===== config.mk =====
export PLATFORM = sky130hd
export DESIGN_NAME = rfi_flagger
export DESIGN_NICKNAME = d
export VERILOG_FILES = /design/src/rtl/rfi_flagger.sv
export SDC_FILE = /design/constraint.sdc
export NUM_CORES = 2
export LEC_CHECK = 0
export BUFFER_PORTS_ARGS = -buffer_cell sky130_fd_sc_hd__buf_2
export CAP_MARGIN = 20
export CORE_MARGIN = 2
export CORE_UTILIZATION = 59
export DETAILED_ROUTE_END_ITERATION = 10
export PLACE_DENSITY = 0.83
export SYNTH_ARGS = -nofsm -noshare
export SYNTH_HDL_FRONTEND = slang
export SYNTH_SLANG_ARGS = --single-unit

===== constraint.sdc =====
create_clock -name clk -period 18.6 [get_ports clk]
set_clock_uncertainty 0.15 [all_clocks]
set_input_delay 2.79 -clock clk [delete_from_list [all_inputs] [get_ports clk]]
set_output_delay 2.79 -clock clk [all_outputs]
set_load 0.005 [all_outputs]

===== src/rtl/rfi_flagger.sv =====
// Per-channel RFI flagger: ratio test of correlation against power, with a per-channel
// hold-off counter in block RAM and a per-spectrum flagged-channel count.
module rfi_flagger #(
  parameter int DIN_WIDTH    = 18,
  parameter int CHANNEL_ADDR = 9,
  parameter int THRESH_WIDTH = 16,
  parameter int THRESH_POINT = 15,
  parameter int HOLD_WIDTH   = 8
) (
  input  logic                    clk,
  input  logic                    rst_n,
  input  logic [DIN_WIDTH-1:0]    pow_data,
  input  logic [DIN_WIDTH-1:0]    corr_data,
  input  logic                    din_valid,
  input  logic                    sync_in,
  input  logic [THRESH_WIDTH-1:0] thresh,
  input  logic [HOLD_WIDTH-1:0]   hold_len,
  output logic                    ready,
  output logic                    flag_out,
  output logic [CHANNEL_ADDR-1:0] chan_out,
  output logic                    flag_valid,
  output logic [CHANNEL_ADDR:0]   flag_count,
  output logic                    count_valid
);

  localparam int PROD_W = DIN_WIDTH + THRESH_WIDTH;
  localparam int DEPTH  = 1 << CHANNEL_ADDR;
  localparam logic [CHANNEL_ADDR-1:0] LAST_CHAN = '1;

  typedef enum logic [1:0] {CLEAR, WAIT_SYNC, RUN} state_t;

  state_t                  state_reg, state_next;
  logic [CHANNEL_ADDR-1:0] clr_addr_reg, clr_addr_next;
  logic                    ready_reg;

  // Input acceptance and channel counter
  logic                    sync_seen, take_sample, sample_first;
  logic [CHANNEL_ADDR-1:0] cur_chan;
  logic [CHANNEL_ADDR-1:0] chan_cnt_reg, chan_cnt_next;
  logic                    first_pend_reg, first_pend_next;

  // Pipeline stage registers
  logic                    s1_valid_reg, s1_first_reg;
  logic [CHANNEL_ADDR-1:0] s1_chan_reg;
  logic [PROD_W-1:0]       s1_corr_reg, s1_pow_reg;
  logic                    s2_valid_reg, s2_first_reg, s2_hit_reg;
  logic [CHANNEL_ADDR-1:0] s2_chan_reg;
  logic                    flag_valid_reg, flag_out_reg, first_out_reg;
  logic [CHANNEL_ADDR-1:0] chan_out_reg;

  // Hold RAM
  logic [HOLD_WIDTH-1:0]   hold_ram [DEPTH];
  logic [HOLD_WIDTH-1:0]   ram_rd_reg;
  logic                    ram_we;
  logic [CHANNEL_ADDR-1:0] ram_wa;
  logic [HOLD_WIDTH-1:0]   ram_wd;
  logic [HOLD_WIDTH-1:0]   cnt_new;
  logic                    flag_new;

  // Spectrum count
  logic [CHANNEL_ADDR:0]   run_cnt_reg, run_cnt_next;
  logic [CHANNEL_ADDR:0]   flag_count_reg, flag_count_next;
  logic                    count_valid_reg, count_valid_next;
  logic [CHANNEL_ADDR:0]   cnt_sum;

  // ---------------- control FSM ----------------
  always_ff @(posedge clk or negedge rst_n) begin
    if (!rst_n) begin
      state_reg    <= CLEAR;
      clr_addr_reg <= '0;
      ready_reg    <= 1'b0;
    end else begin
      state_reg    <= state_next;
      clr_addr_reg <= clr_addr_next;
      ready_reg    <= (state_next != CLEAR);
    end
  end

  always_comb begin
    state_next    = state_reg;
    clr_addr_next = clr_addr_reg;
    case (state_reg)
      CLEAR: begin
        clr_addr_next = clr_addr_reg + 1'b1;
        if (clr_addr_reg == LAST_CHAN) state_next = WAIT_SYNC;
      end
      WAIT_SYNC: if (sync_in) state_next = RUN;
      RUN:       state_next = RUN;
      default:   state_next = CLEAR;
    endcase
  end

  // ---------------- channel counter ----------------
  // The first sample after a sync carries a tag so the count restarts exactly where the
  // new spectrum reaches the output, regardless of what is still in flight.
  always_comb begin
    sync_seen       = sync_in && (state_reg != CLEAR);
    take_sample     = din_valid && ((state_reg == RUN) || (state_reg == WAIT_SYNC && sync_in));
    cur_chan        = sync_seen ? '0 : chan_cnt_reg;
    sample_first    = sync_seen || first_pend_reg;
    chan_cnt_next   = chan_cnt_reg;
    first_pend_next = first_pend_reg;
    if (take_sample) begin
      chan_cnt_next   = cur_chan + 1'b1;
      first_pend_next = 1'b0;
    end else if (sync_seen) begin
      chan_cnt_next   = '0;
      first_pend_next = 1'b1;
    end
  end

  always_ff @(posedge clk or negedge rst_n) begin
    if (!rst_n) begin
      chan_cnt_reg   <= '0;
      first_pend_reg <= 1'b0;
    end else begin
      chan_cnt_reg   <= chan_cnt_next;
      first_pend_reg <= first_pend_next;
    end
  end

  // ---------------- pipeline control ----------------
  always_ff @(posedge clk or negedge rst_n) begin
    if (!rst_n) begin
      s1_valid_reg   <= 1'b0;
      s1_first_reg   <= 1'b0;
      s1_chan_reg    <= '0;
      s2_valid_reg   <= 1'b0;
      s2_first_reg   <= 1'b0;
      s2_chan_reg    <= '0;
      s2_hit_reg     <= 1'b0;
      flag_valid_reg <= 1'b0;
      flag_out_reg   <= 1'b0;
      first_out_reg  <= 1'b0;
      chan_out_reg   <= '0;
    end else begin
      s1_valid_reg   <= take_sample;
      s1_first_reg   <= take_sample && sample_first;
      s1_chan_reg    <= cur_chan;
      s2_valid_reg   <= s1_valid_reg;
      s2_first_reg   <= s1_first_reg;
      s2_chan_reg    <= s1_chan_reg;
      s2_hit_reg     <= s1_corr_reg > s1_pow_reg;
      flag_valid_reg <= s2_valid_reg;
      flag_out_reg   <= s2_valid_reg && flag_new;
      first_out_reg  <= s2_valid_reg && s2_first_reg;
      chan_out_reg   <= s2_chan_reg;
    end
  end

  // Both sides of the ratio test at full width: corr*2^P versus pow*thresh.
  always_ff @(posedge clk) begin
    s1_corr_reg <= PROD_W'(corr_data) << THRESH_POINT;
    s1_pow_reg  <= PROD_W'(pow_data) * PROD_W'(thresh);
  end

  // ---------------- hold RAM read-modify-write ----------------
  always_comb begin
    flag_new = s2_hit_reg || (ram_rd_reg != '0);
    cnt_new  = '0;
    if (s2_hit_reg)              cnt_new = hold_len;
    else if (ram_rd_reg != '0)   cnt_new = ram_rd_reg - 1'b1;
    ram_we = (state_reg == CLEAR) || s2_valid_reg;
    ram_wa = (state_reg == CLEAR) ? clr_addr_reg : s2_chan_reg;
    ram_wd = (state_reg == CLEAR) ? '0 : cnt_new;
  end

  always_ff @(posedge clk) begin
    if (ram_we) hold_ram[ram_wa] <= ram_wd;
    ram_rd_reg <= hold_ram[s1_chan_reg];
  end

  // ---------------- per-spectrum flag count ----------------
  always_comb begin
    run_cnt_next     = run_cnt_reg;
    flag_count_next  = flag_count_reg;
    count_valid_next = 1'b0;
    cnt_sum          = (first_out_reg ? '0 : run_cnt_reg) + {{CHANNEL_ADDR{1'b0}}, flag_out_reg};
    if (flag_valid_reg) begin
      if (chan_out_reg == LAST_CHAN) begin
        flag_count_next  = cnt_sum;
        count_valid_next = 1'b1;
        run_cnt_next     = '0;
      end else begin
        run_cnt_next = cnt_sum;
      end
    end
  end

  always_ff @(posedge clk or negedge rst_n) begin
    if (!rst_n) begin
      run_cnt_reg     <= '0;
      flag_count_reg  <= '0;
      count_valid_reg <= 1'b0;
    end else begin
      run_cnt_reg     <= run_cnt_next;
      flag_count_reg  <= flag_count_next;
      count_valid_reg <= count_valid_next;
    end
  end

  assign ready       = ready_reg;
  assign flag_out    = flag_out_reg;
  assign chan_out    = chan_out_reg;
  assign flag_valid  = flag_valid_reg;
  assign flag_count  = flag_count_reg;
  assign count_valid = count_valid_reg;

endmodule


Word-level counts from Yosys, hierarchy flattened

Memories as Yosys holds them, arrays and structs flattened. A register that Yosys moved wholly into a read port is not among the register bits.
Index checks and enable logic that the tools add are counted.

Equality and inequality tests: 4
Divide/modulo/power cells: 0
Reduce and logical (&&, ||, !) cells: 16
Order comparisons: 1
$add $sub $neg: 4
Multiply operators: 1
Muxes and demuxes: 17
Shifts and indexed selects: 0
Bitwise logic cells: 0

Operator list:

| operator                                         | count |
|---|---|
| > comparator 33 x 34 -> 1 bit                    | 1 |
| multiplier 18 x 16 -> 34 bit                     | 1 |
| 2-to-1 mux 9 bit                                 | 3 |
| 2-to-1 mux 8 bit                                 | 3 |
| 2-to-1 mux 10 bit                                | 2 |
| adder 9 x 1 -> 9 bit, second input constant      | 2 |
| == test 9 bit, second input constant             | 2 |
| adder 10 x 1 -> 10 bit                           | 1 |
| nonzero test 8 bit                               | 1 |
| subtractor 8 x 1 -> 8 bit, second input constant | 1 |
| logical AND 1 bit                                | 6 |
| 2-to-1 mux 1 bit                                 | 6 |
| one-hot mux 2 bit (3 select lines)               | 1 |
| nonzero test 2 bit                               | 3 |
| logical OR 1 bit                                 | 4 |
| 2-to-1 mux 2 bit                                 | 2 |
| == test 2 x 1 -> 1 bit, second input constant    | 1 |
| == test 2 bit, second input constant             | 1 |
| zero test 2 bit                                  | 1 |
| AND reduction 2 bit                              | 1 |

Memory bits (writable): 4096
Latch bits: 0
Flip-flop bits (word level): 130
Input bits: 64
Memories kept: 1
Word-level logic and storage cells: 65
ROM bits: 0

Memories:

| name     | depth | bits a word | read ports | clocked after Yosys merged registers in | wr ports | RTL line | RTL |
|---|---|---|---|---|---|---|---|
| hold_ram | 512   | 8           | 1          | 1                                       | 1        | 52       | `logic [HOLD_WIDTH-1:0] hold_ram [DEPTH];` |

Logic depth before layout (Yosys ltp)

Depth after elaboration: 5
Gate-level depth with buffers: 25
Depth with buffers taken out: 22

Worst setup path after synthesis

OpenSTA, ideal clock, no wires.

Path type: in2reg
Start: input port hold_len[5]
End: memory hold_ram[0][5], data pin
Buffers on the path: 0
Required time: 15.871 ns
Library setup time: 2.579 ns
Arrival time: 14.638 ns
Path slack: 1.233 ns
Stages: 2
Cell sequence: a22oi_1 nor2_1

Word-level cells in the longest chain between the ends: 2

Ends and longest elaborated chain:

| item                | RTL line | RTL |
|---|---|---|
| from (decl)         | 17       | `input logic [HOLD_WIDTH-1:0] hold_len,` |
| 2-to-1 mux 8 bit    | 161      | `if (s2_hit_reg) cnt_new = hold_len;` |
| 2-to-1 mux 8 bit    | 165      | `ram_wd = (state_reg == CLEAR) ? '0 : cnt_new;` |
| named net ram_wd[5] | 56       | `logic [HOLD_WIDTH-1:0] ram_wd;` |
| to (decl)           | 52       |  |

The timed path passes the listed nets, and every way through them passes these cells.

Worst setup path after layout

Start: input port pow_data[5]
End: register s1_pow_reg[32]

Word-level cells in the longest chain between the ends: 1

Ends and longest elaborated chain:

| item                         | RTL line | RTL |
|---|---|---|
| from (decl)                  | 12       | `input logic [DIN_WIDTH-1:0] pow_data,` |
| multiplier 18 x 16 -> 34 bit | 154      | `s1_pow_reg <= PROD_W'(pow_data) * PROD_W'(thresh);` |
| to (signal assigned)         | 154      |  |
| to (decl)                    | 45       | `logic [PROD_W-1:0] s1_corr_reg, s1_pow_reg;` |

Every way passes these cells.
A chain may end at the register's enable or synchronous reset.

==> results_dict.tcl <==
set metrics [dict create \
    p_leak_uw 0.0683 \
    antenna_found_initial 40 \
    fill_cells 16700 \
    async_flop_share_pct 1.84 \
    ys_seq_elements 4234 \
    path_cells "buf_2 -> and2_1 -> fa_1 -> inv_1 -> fa_1 -> inv_1 -> fa_1 -> fa_1 -> fa_1 -> inv_1 -> fa_1 -> inv_1 -> ha_1 -> a21oi_1 -> o21ai_0 -> a311oi_1 -> nand3_1 -> o211ai_1 -> a21oi_1 -> a211o_1 -> a21oi_1 -> xnor2_1" \
    crit_path_max_fanout 16 \
    syn_nets 8571 \
    synth_top_cells_by_area "edfxtp_1 71%, mux4_2 17%, fa_1 2.6%" \
    overflow 0 \
    grt_usage_pct 34.7 \
    remaining_drc_errors 0 \
    start_kind "primary input" \
    fin_setup_tns_ns 0 \
    num_vias 93700 \
    yosysMostFrequentCell "edfxtp_1" \
    max_freq_ghz 0.120 \
    met1_usage_pct 43.1 \
    die_area_um2 296000 \
    cts_sinks 4234 \
    worst_pin_slew_ns 1.49 \
    yosys_most_used_dff "edfxtp_1" \
    avgSynthCellArea_um2 21.1 \
    cts_made_buffers 405 \
    routed_wl_um 526000 \
    cts_tree "done" \
    rows 198 \
    coreArea_um2 291000 \
    cap_violations 0 \
    powerDensity_nw_per_um2 112 \
    insertion_delay_ns 1.00 \
    worstSetupPathType "in -> reg" \
    slowest_stage "fa_1" \
    synth_common_cells "4096 x edfxtp_1, 1283 x mux4_2, 571 x nor2_1" \
    grt-busiest-layer "met2" \
    max-vdd-ir-drop_mv 0.193 \
    portBuffers 86 \
    yosys_warnings 0 \
    cts_buffer_depth 4 \
    hold_viol_final 0 \
    ctsHoldBuffers 0 \
    dp_hpwl_um 246000 \
    seq_area_frac_synth_pct 73.3 \
    grtUsageMet2_pct 55.0 \
    via_per_inst 7.44 \
    initial_core_util_pct 59.2 \
    wire_per_inst_um 41.8 \
    largest_reg_flops 4096 \
    rsz0062_at_grt "no" \
    grt_max_degree 251 \
    clockRootBuffer "clkbuf_16" \
    hp-class "reg -> reg" \
    drt_first_pass_iters 7 \
    relSlewSlack_pct 0.389 \
    grt_pass1_vias 93400 \
    syn_inst 8154 \
    ant_nets 0 \
    finalPower_uw 21300 \
    die_h_um 544 \
    cts.clk_slew.worst_paths_ns 0.07 \
    cts_setup_buffers 0 \
    synth_area_um2 172000 \
    setup_viol 0 \
    grt_pass1_wl_um 719000 \
    area_growth_pct 10.5 \
    grt_util_met3_pct 8.28 \
    synth_edf_count 4096 \
    die_w_um 544 \
    status "finished, final reports clean" \
    slew_violations 0 \
    crit_arrival_ns 9.07 \
    required_ns 19.30 \
    cts_resized 0 \
    routabilityCongestion 0.840 \
    fin_crit_ns 8.36 \
    layout.nets 8744 \
    post-route-util_pct 65.4 \
    pin_count 87 \
    timing.final.crit_share_pct 45.0 \
    cp-end-kind "flop" \
    synth_top_area_share_pct 71.5 \
    htree_num_levels 5 \
    synth_top_area_cell "edfxtp_1" \
    drt-initial-drc-count 18000 \
    final_layout_size_suffix_gt1_share_pct 24.5 \
    path_common_cell "fa_1" \
    yosysUniqueCellTypes 64 \
    worst_path_largest_cell_delay_ns 0.55 \
]
power by group:
| group | internal (uW) | switching (uW) | leakage [uW] |
|---|---|---|---|
| Combinational | 954 | 1390 | 0.0145 |
| Sequential | 10400 | 25.6 | 0.0474 |
| Clock | 4680 | 3930 | 0.00637 |
critical path, delay by kind of cell:
| family | cells | cell delay, ns |
|---|---|---|
| AOI/OAI and AO/OA | 7 | 1.91 |
| xor gates and xnor gates | 1 | 0.14 |
| adders and majority gates | 7 | 3.41 |
| buffers and inverters | 5 | 0.42 |
| and+or+nand+nor | 2 | 0.39 |
through the flow:
stage | instance area (um^2) | std cells | hold WS [ns] | setup WS [ns]
CTS | 190000 | 12500 | 0.221 | 10.33
detailed placement | 177000 | 11800 | 0.193 | 9.40
floorplan | 172000 | 8154 | 0.181 | 1.23
finish | 190000 | 12600 | 0.223 | 10.24
global placement | 177000 | 11800 | 0.185 | 9.52
global route | 190000 | 12600 | 0.228 | 10.02
area by class of cell:
type                            instances  area, um^2  share of cell area, %
Clock buffer                          504       10700                   5.64
Tap cell                             3900        4880                   2.57
Sequential cell                      4234      126000                   66.3
Clock inverter                        228        2340                   1.23
Multi-Input combinational cell       3191       43000                   22.6
Inverter                              276        1040                  0.545
Antenna cell                           43         108                 0.0566
Timing Repair Buffer                  219        1930                   1.01
cells by family after synthesis:
logic type,count (synthesis),share of synthesized area [%]
buffers and inverters,729,1.79
xor gates and xnor gates,59,0.300
DFF,4234,73.3
and+or+nand+nor,1170,2.94
AOI/OAI and AO/OA,300,1.15
adders and majority gates,353,3.54
muxes,1309,17.0
metal layers:
metal / up-vias / part of all wire, %
li1: 33400 / -
met1: 47300 / 30
met2: 10500 / 48
met3: 2496 / 14
met4: 22 / 8.9
met5: - / 0.028
path summary, 6_finish.rpt:
path	from	to	slack [ns]	cells after the start
max in group asynchronous	rst_n	s1_chan_reg[4]$_DFF_PN0_	15.50	2
setup reg to reg	s1_chan_reg[0]$_DFF_PN0_	ram_rd_reg[0]$_DFF_P_	11.07	11
min in group asynchronous	rst_n	run_cnt_reg[0]$_DFFE_PN0P_	1.58	1
hold reg to reg	s1_first_reg$_DFF_PN0_	s2_first_reg$_DFF_PN0_	0.22	0
hold / removal	s1_first_reg$_DFF_PN0_	s2_first_reg$_DFF_PN0_	0.22	0
setup / recovery	pow_data[5]	s1_pow_reg[32]$_DFF_P_	10.24	22
cell usage in the layout, fill, tap and decap left out, types with 43 or more instances in the layout:
| cell | instances |
|---|---|
| diode_2 | 43 |
| buf_2 | 87 |
| ha_1 | 131 |
| edfxtp_1 | 4096 |
| nand2_1 | 303 |
| a21oi_1 | 81 |
| mux4_2 | 1283 |
| xnor2_1 | 45 |
| nor2_1 | 558 |
| clkinv_1 | 73 |
| buf_4 | 98 |
| dfrtp_1 | 72 |
| fa_1 | 222 |
| clkinv_2 | 79 |
| clkbuf_1 | 84 |
| dfxtp_1 | 60 |
| clkbuf_16 | 411 |
| inv_1 | 275 |
| and2_1 | 145 |
| a22oi_1 | 53 |
Power figures use the tool's default switching activity.
